==> config.mk <==
export PLATFORM = sky130hd
export DESIGN_NAME = fft_delay_commutator
export DESIGN_NICKNAME = d
export VERILOG_FILES = /design/src/rtl/fft_pkg.sv /design/src/rtl/fft_sample_buffer.sv /design/src/rtl/fft_delay_commutator.sv
export SDC_FILE = /design/constraint.sdc
export NUM_CORES = 1
export LEC_CHECK = 0
export ABC_AREA = 1
export CAP_MARGIN = 5
export CORE_ASPECT_RATIO = 0.5
export CORE_MARGIN = 1
export CORE_UTILIZATION = 55
export CTS_BUF_LIST = sky130_fd_sc_hd__clkbuf_4
export CTS_CLUSTER_DIAMETER = 120
export CTS_CLUSTER_SIZE = 20
export DETAILED_ROUTE_END_ITERATION = 8
export GPL_ROUTABILITY_DRIVEN = 0
export PLACE_DENSITY = 0.83
export SYNTH_ARGS = -nofsm -noshare
export SYNTH_HDL_FRONTEND = slang
export SYNTH_SLANG_ARGS = --single-unit
==> constraint.sdc <==
create_clock -name clk -period 9.7 [get_ports clk]
set_clock_uncertainty 0.2 [all_clocks]
set_input_delay 1.455 -clock clk [delete_from_list [all_inputs] [get_ports clk]]
set_output_delay 1.455 -clock clk [all_outputs]
set_load 0.01 [all_outputs]
==> src/rtl/fft_pkg.sv <==
// Shared FFT types: the delay-commutator state and a complex sample.
package fft_pkg;

  localparam int FFT_DATA_WIDTH = 16;

  typedef enum logic {
    FILL = 1'b0,
    PAIR = 1'b1
  } fft_state_t;

  typedef struct packed {
    logic signed [FFT_DATA_WIDTH-1:0] re;
    logic signed [FFT_DATA_WIDTH-1:0] im;
  } cplx_t;

endpackage

==> src/rtl/fft_sample_buffer.sv <==
// Half-frame sample store: synchronous write, combinational read, no reset.
module fft_sample_buffer #(
  parameter int DATA_WIDTH = 16,
  parameter int DEPTH      = 4
) (
  input  logic                            clk,
  input  logic                            wr_en,
  input  logic [$clog2(DEPTH)-1:0]        wr_addr,
  input  logic [2*DATA_WIDTH-1:0]         wr_data,
  input  logic [$clog2(DEPTH)-1:0]        rd_addr,
  output logic [2*DATA_WIDTH-1:0]         rd_data
);

  logic [2*DATA_WIDTH-1:0] mem [DEPTH];

  // Store the first half of the frame; contents are always rewritten before use.
  always_ff @(posedge clk) begin
    if (wr_en) mem[wr_addr] <= wr_data;
  end

  assign rd_data = mem[rd_addr];

endmodule

==> src/rtl/fft_delay_commutator.sv <==
// Radix-2 delay commutator: buffers x[0..N/2-1] then emits pairs (x[k], x[k+N/2]).
module fft_delay_commutator
  import fft_pkg::*;
#(
  parameter int DATA_WIDTH = 16,
  parameter int DEPTH      = 4
) (
  input  logic                           clk,
  input  logic                           rst,
  input  logic                           en,
  input  logic                           sync_clear,
  input  logic                           in_valid,
  input  logic signed [DATA_WIDTH-1:0]   real_in,
  input  logic signed [DATA_WIDTH-1:0]   imag_in,
  output logic                           out_valid,
  output logic signed [DATA_WIDTH-1:0]   real_out0,
  output logic signed [DATA_WIDTH-1:0]   imag_out0,
  output logic signed [DATA_WIDTH-1:0]   real_out1,
  output logic signed [DATA_WIDTH-1:0]   imag_out1,
  output logic [$clog2(DEPTH)-1:0]       pair_idx,
  output logic                           frame_done
);

  localparam int AW = $clog2(DEPTH);
  localparam int CW = AW + 1;
  localparam logic [CW-1:0] FILL_LAST  = CW'(DEPTH - 1);
  localparam logic [CW-1:0] FRAME_LAST = CW'(2*DEPTH - 1);

  fft_state_t              state_q, state_d;
  logic [CW-1:0]           cnt_q, cnt_d;
  logic                    accept, wr_en, pair_fire;
  logic [AW-1:0]           wr_addr;
  logic [2*DATA_WIDTH-1:0] rd_data;

  assign accept = en & in_valid;
  // A restarted sample is count 0 and always lands in FILL, so it is written.
  assign wr_en     = accept & (sync_clear | (state_q == FILL));
  assign wr_addr   = sync_clear ? '0 : cnt_q[AW-1:0];
  assign pair_fire = accept & ~sync_clear & (state_q == PAIR);

  // State and sample-count registers.
  always_ff @(posedge clk or posedge rst) begin
    if (rst) begin
      state_q <= FILL;
      cnt_q   <= '0;
    end else begin
      state_q <= state_d;
      cnt_q   <= cnt_d;
    end
  end

  // Next state/count: advance only on accepted samples; sync_clear restarts the frame.
  always_comb begin
    state_d = state_q;
    cnt_d   = cnt_q;
    if (sync_clear) begin
      state_d = FILL;
      cnt_d   = accept ? CW'(1) : '0;
    end else if (accept) begin
      cnt_d = cnt_q + CW'(1);  // natural wrap from 2*DEPTH-1 to 0
      if (state_q == FILL && cnt_q == FILL_LAST)  state_d = PAIR;
      if (state_q == PAIR && cnt_q == FRAME_LAST) state_d = FILL;
    end
  end

  fft_sample_buffer #(
    .DATA_WIDTH (DATA_WIDTH),
    .DEPTH      (DEPTH)
  ) u_buf (
    .clk     (clk),
    .wr_en   (wr_en),
    .wr_addr (wr_addr),
    .wr_data ({real_in, imag_in}),
    .rd_addr (cnt_q[AW-1:0]),
    .rd_data (rd_data)
  );

  // Output pair register: strobes pulse per pair, data and index hold between pairs.
  always_ff @(posedge clk or posedge rst) begin
    if (rst) begin
      out_valid  <= 1'b0;
      frame_done <= 1'b0;
      pair_idx   <= '0;
      real_out0  <= '0;
      imag_out0  <= '0;
      real_out1  <= '0;
      imag_out1  <= '0;
    end else begin
      out_valid  <= pair_fire;
      frame_done <= pair_fire & (cnt_q == FRAME_LAST);
      if (pair_fire) begin
        pair_idx  <= cnt_q[AW-1:0];
        real_out0 <= $signed(rd_data[2*DATA_WIDTH-1:DATA_WIDTH]);
        imag_out0 <= $signed(rd_data[DATA_WIDTH-1:0]);
        real_out1 <= real_in;
        imag_out1 <= imag_in;
      end
    end
  end

endmodule

==> key figures <==
Drt
  • Via count: 5422
  • Number of detailed-route iterations in the first pass: 5
  • Post-DRT Antenna Nets: 0
  • 1st-iter DRT viols: between 300 and 400
  • Detailed-route wire length per cell: roughly 15 µm
  • Via density per instance: 5.130
  • Number of remaining DRC errors: 0
  • Total length of routed wires: about 16000 µm

Power
  • Internal power: 1.332 mW
  • Total power: 1.813 mW
  • Part of the total power dissipated in combinational logic: between 10% and 20%
  • Power spent charging and discharging nets: 0.4808 mW
  • Total power per unit cell area: 192.0 nW/µm²
  • Proportion of total power due to net switching: 26.52%
  • Clock network fraction of total power: a little over a quarter
  • Total leakage power: 4.222 nW
  • Maximum vdd ir drop: 0.08760 mV
  • Reg power frac: between 50 and 60%

Yosys
  • Compound-gate portion of the synthesized area: less than 1%
  • Post-synth design cell area: 7936 µm²
  • XOR/XNOR share of the synthesized area: 0%
  • Biggest area consumer among synthesized cells: sky130_fd_sc_hd__edfxtp_1
  • Number of synthesis warnings: 0
  • Post-synth top cells: 348 x sky130_fd_sc_hd__nand2_1, 128 x sky130_fd_sc_hd__edfxtp_1, 81 x sky130_fd_sc_hd__nand3_1, 72 x sky130_fd_sc_hd__dfrtp_1, 72 x sky130_fd_sc_hd__inv_1
  • Synthesized instance count: 757
  • Dominant cells by area after synthesis: sky130_fd_sc_hd__edfxtp_1 48%, sky130_fd_sc_hd__dfrtp_1 23%, sky130_fd_sc_hd__nand2_1 16%, sky130_fd_sc_hd__nand3_1 5.1%, sky130_fd_sc_hd__inv_1 3.4%
  • Most numerous cell in the Yosys netlist: sky130_fd_sc_hd__nand2_1
  • Syn Area/Cell: 10.48 µm²
  • Ys async rst share: between 30% and 40%
  • Main combinational cell family by area after synthesis: simple AND/OR/NAND/NOR gates
  • Post-synthesis net count: between 700 and 800
  • Post-synth top flop: sky130_fd_sc_hd__edfxtp_1
  • Fraction of the yosys area taken by sequential cells: 71.13%
  • EDFF count, synth: ~130
  • Adder-cell share of the synthesized area: 0.4730%
  • Total of flip-flops plus latches after synthesis: 200
  • Basic-gate share of the synthesized area counting and, or, nand and nor cells: 22.07%
  • Mux cell area share after synthesis: 0%
  • Count of cell types in the netlist: 19
  • Share of Yosys cell area claimed by the top area cell type: 48.43%

STA
  • Slew Limit Fails: 0
  • Count of endpoints failing setup in the final report: 0
  • Highest clock frequency the design can meet: 0.3147 GHz
  • Unrepaired setup endpoints after global routing: no
  • Worst Tran Pin Value: 1.188 ns
  • Worst rel slew slack: 20.67%
  • Final hold viol count: 0
  • Final Critical Period: 3.178 ns
  • Crit share post-route: 32.76%
  • Post-route setup TNS: 0 ns

Critical path
  • Maximum net fanout on the critical path: 2
  • Origin of the critical flop-to-flop path: cnt_q[0]
  • Top cell family by delay on the critical path: buffers and inverters
  • Worst R2R Setup Slack: 6.63 ns
  • Crit Path Category: flip-flop to output port
  • Worst stage delay on the critical path: around 0.56 ns
  • Critical Path Source Type: flip-flop
  • CP max stage cell: sky130_fd_sc_hd__clkdlybuf4s50_1
  • CP Cell Sequence: clkdlybuf4s50_1
  • Reg2reg path depth: 4
  • Required time worst endpoint: about 8.1 ns
  • Critical path arrival: 1.52 ns
  • Number of buffers and inverters on the critical path: 1
  • Reg-to-reg critical path endpoint: u_buf.mem[3][7]
  • Type of destination of the critical path: output port

Clock network
  • CTS buffer count: 17
  • H-tree Lvls: 4
  • Clock latency on the worst-skew pair: 0.56 ns
  • Reg clk slew, reported paths: 0.16 ns
  • Deepest clock path buffer count: 2
  • CTS Root Cell: sky130_fd_sc_hd__clkbuf_4
  • Setup fix buffers added after clock tree synthesis: 0
  • Post-cts gate resize count: 0
  • CTS tree: done
  • Hold buffers post-CTS: 0
  • Clock sinks: 200

Final layout
  • Synth-to-layout area growth: 18.98%
  • Antenna Cells: 0
  • Final net count: 892
  • Fraction of final layout cells sized beyond drive strength 1: roughly 6%

Floorplanning
  • Total die area: 14940 µm²
  • Floorplan die height: between 80 and 90 µm
  • Effective utilization at floorplan: 57.45%
  • Io pins: ~110
  • Site row count: 30
  • Core ar.: 13810 µm²
  • Horiz. Die Dim: 171.9 µm

Global route
  • Global-route usage over all layers: 23.43%
  • Remaining Overflow, GRT: 0
  • Initial antenna violation count: 0
  • Largest net degree at the start of global routing: 82
  • Vias in the first global route: 5349
  • Wire length of the first global-routing pass: between 20000 and 30000 µm

Outcome
  • Outcome: complete, no violations

Worst hold path
  • Worst Hold Depth: 2
  • Worst min path class: flip-flop to flip-flop
  • Hold Path End: imag_out1[4]
  • Hold path start: imag_out1[4]

Job
  • Max-cap violation count: 0

Place
  • # port buffers: 104
  • HPWL after detailed placement: ~9400 µm
routing by layer:
| layer | part of all wire (%) | track usage (%) |
|---|---|---|
| met1 | 42 | 29.12 |
| met4 | 1.7 | 9.493 |
| met2 | 51 | 40.73 |
| met5 | 0 | 0 |
| met3 | 5.0 | 4.771 |
cells by family (layout without fill, tap and decap cells):
| logic type | Yosys count | after routing |
|---|---|---|
| flip-flops | 200 | 200 |
| buffers and inverters | 111 | 219 |
| AND/OR/NAND/NOR | 436 | 436 |
| adder cells (fa/ha/maj) | 3 | 3 |
| AO/OA/AOI/OAI | 7 | 7 |
layout make-up:
class | instances | area [µm²]
sequential | 200 | 5648
inverter | 75 | 282.8
multi-input combinational | 446 | 1849
clock inverter | 14 | 186.4
fill | 1012 | 4370
clock buffer | 18 | 135.1
tap | 192 | 240.2
timing repair buffer | 112 | 1101
sequential cells by signal, indices dropped and copies added (netlist names):
register and flops:
imag_out1 16, pair_idx 2, frame_done 1, cnt_q 3
out_valid 1, real_out1 16, imag_out0 16, u_buf.mem 128
state_q 1, real_out0 16
power groups by stage:
| stage | logic (mW) | clock network (mW) | registers [mW] |
|---|---|---|---|
| after floorplan | 0.106 | 0 | 1.07 |
| after global placement | 0.303 | 0 | 1.04 |
| after detailed placement | 0.315 | 0 | 1.04 |
| after CTS | 0.316 | 0.483 | 1.02 |
| after global routing | 0.342 | 0.522 | 1.03 |
| final | 0.312 | 0.476 | 1.02 |
through the flow:
| step | cells | setup slack, ns | instance area, µm² | util (%) | hold slack, ns |
|---|---|---|---|---|---|
| CTS | 1057 | 6.491 | 9443 | 68.36 | 0.2937 |
| floorplan | 757 | 5.088 | 7936 | - | 0.2782 |
| global placement | 1025 | 6.033 | 9121 | 66.03 | 0.2530 |
| global route | 1057 | 6.402 | 9443 | 68.36 | 0.3159 |
| detailed placement | 1025 | 5.981 | 9121 | 66.03 | 0.2579 |
| finish | 1057 | 6.522 | 9443 | 68.36 | 0.2903 |
worst max-delay path by stage:
stage | cells past startpoint | end | from | slack [ns]
global route | 4 | u_buf.mem[3][4] | cnt_q[0] | 6.40
global placement | 5 | u_buf.mem[0][23] | en | 6.03
detailed placement | 5 | u_buf.mem[0][24] | sync_clear | 5.98
CTS | 1 | real_out0[7] | real_out0[7] | 6.49
floorplan | 4 | u_buf.mem[1][0] | en | 5.09
finish | 1 | real_out0[7] | real_out0[7] | 6.52
layout by cell type (no fill, tap or decap), drive strengths merged, types with 4 or more instances in the layout:
| cell | synthesis | final |
|---|---|---|
| clkbuf | 6 | 18 |
| o21ai | 5 | 5 |
| inv | 74 | 79 |
| nand2 | 349 | 349 |
| clkinvlp | 0 | 4 |
| buf | 30 | 8 |
| dfrtp | 72 | 72 |
| nand3 | 81 | 81 |
| edfxtp | 128 | 128 |
| clkdlybuf4s50 | 0 | 104 |
No activity file was read; power rests on OpenSTA's default activity.
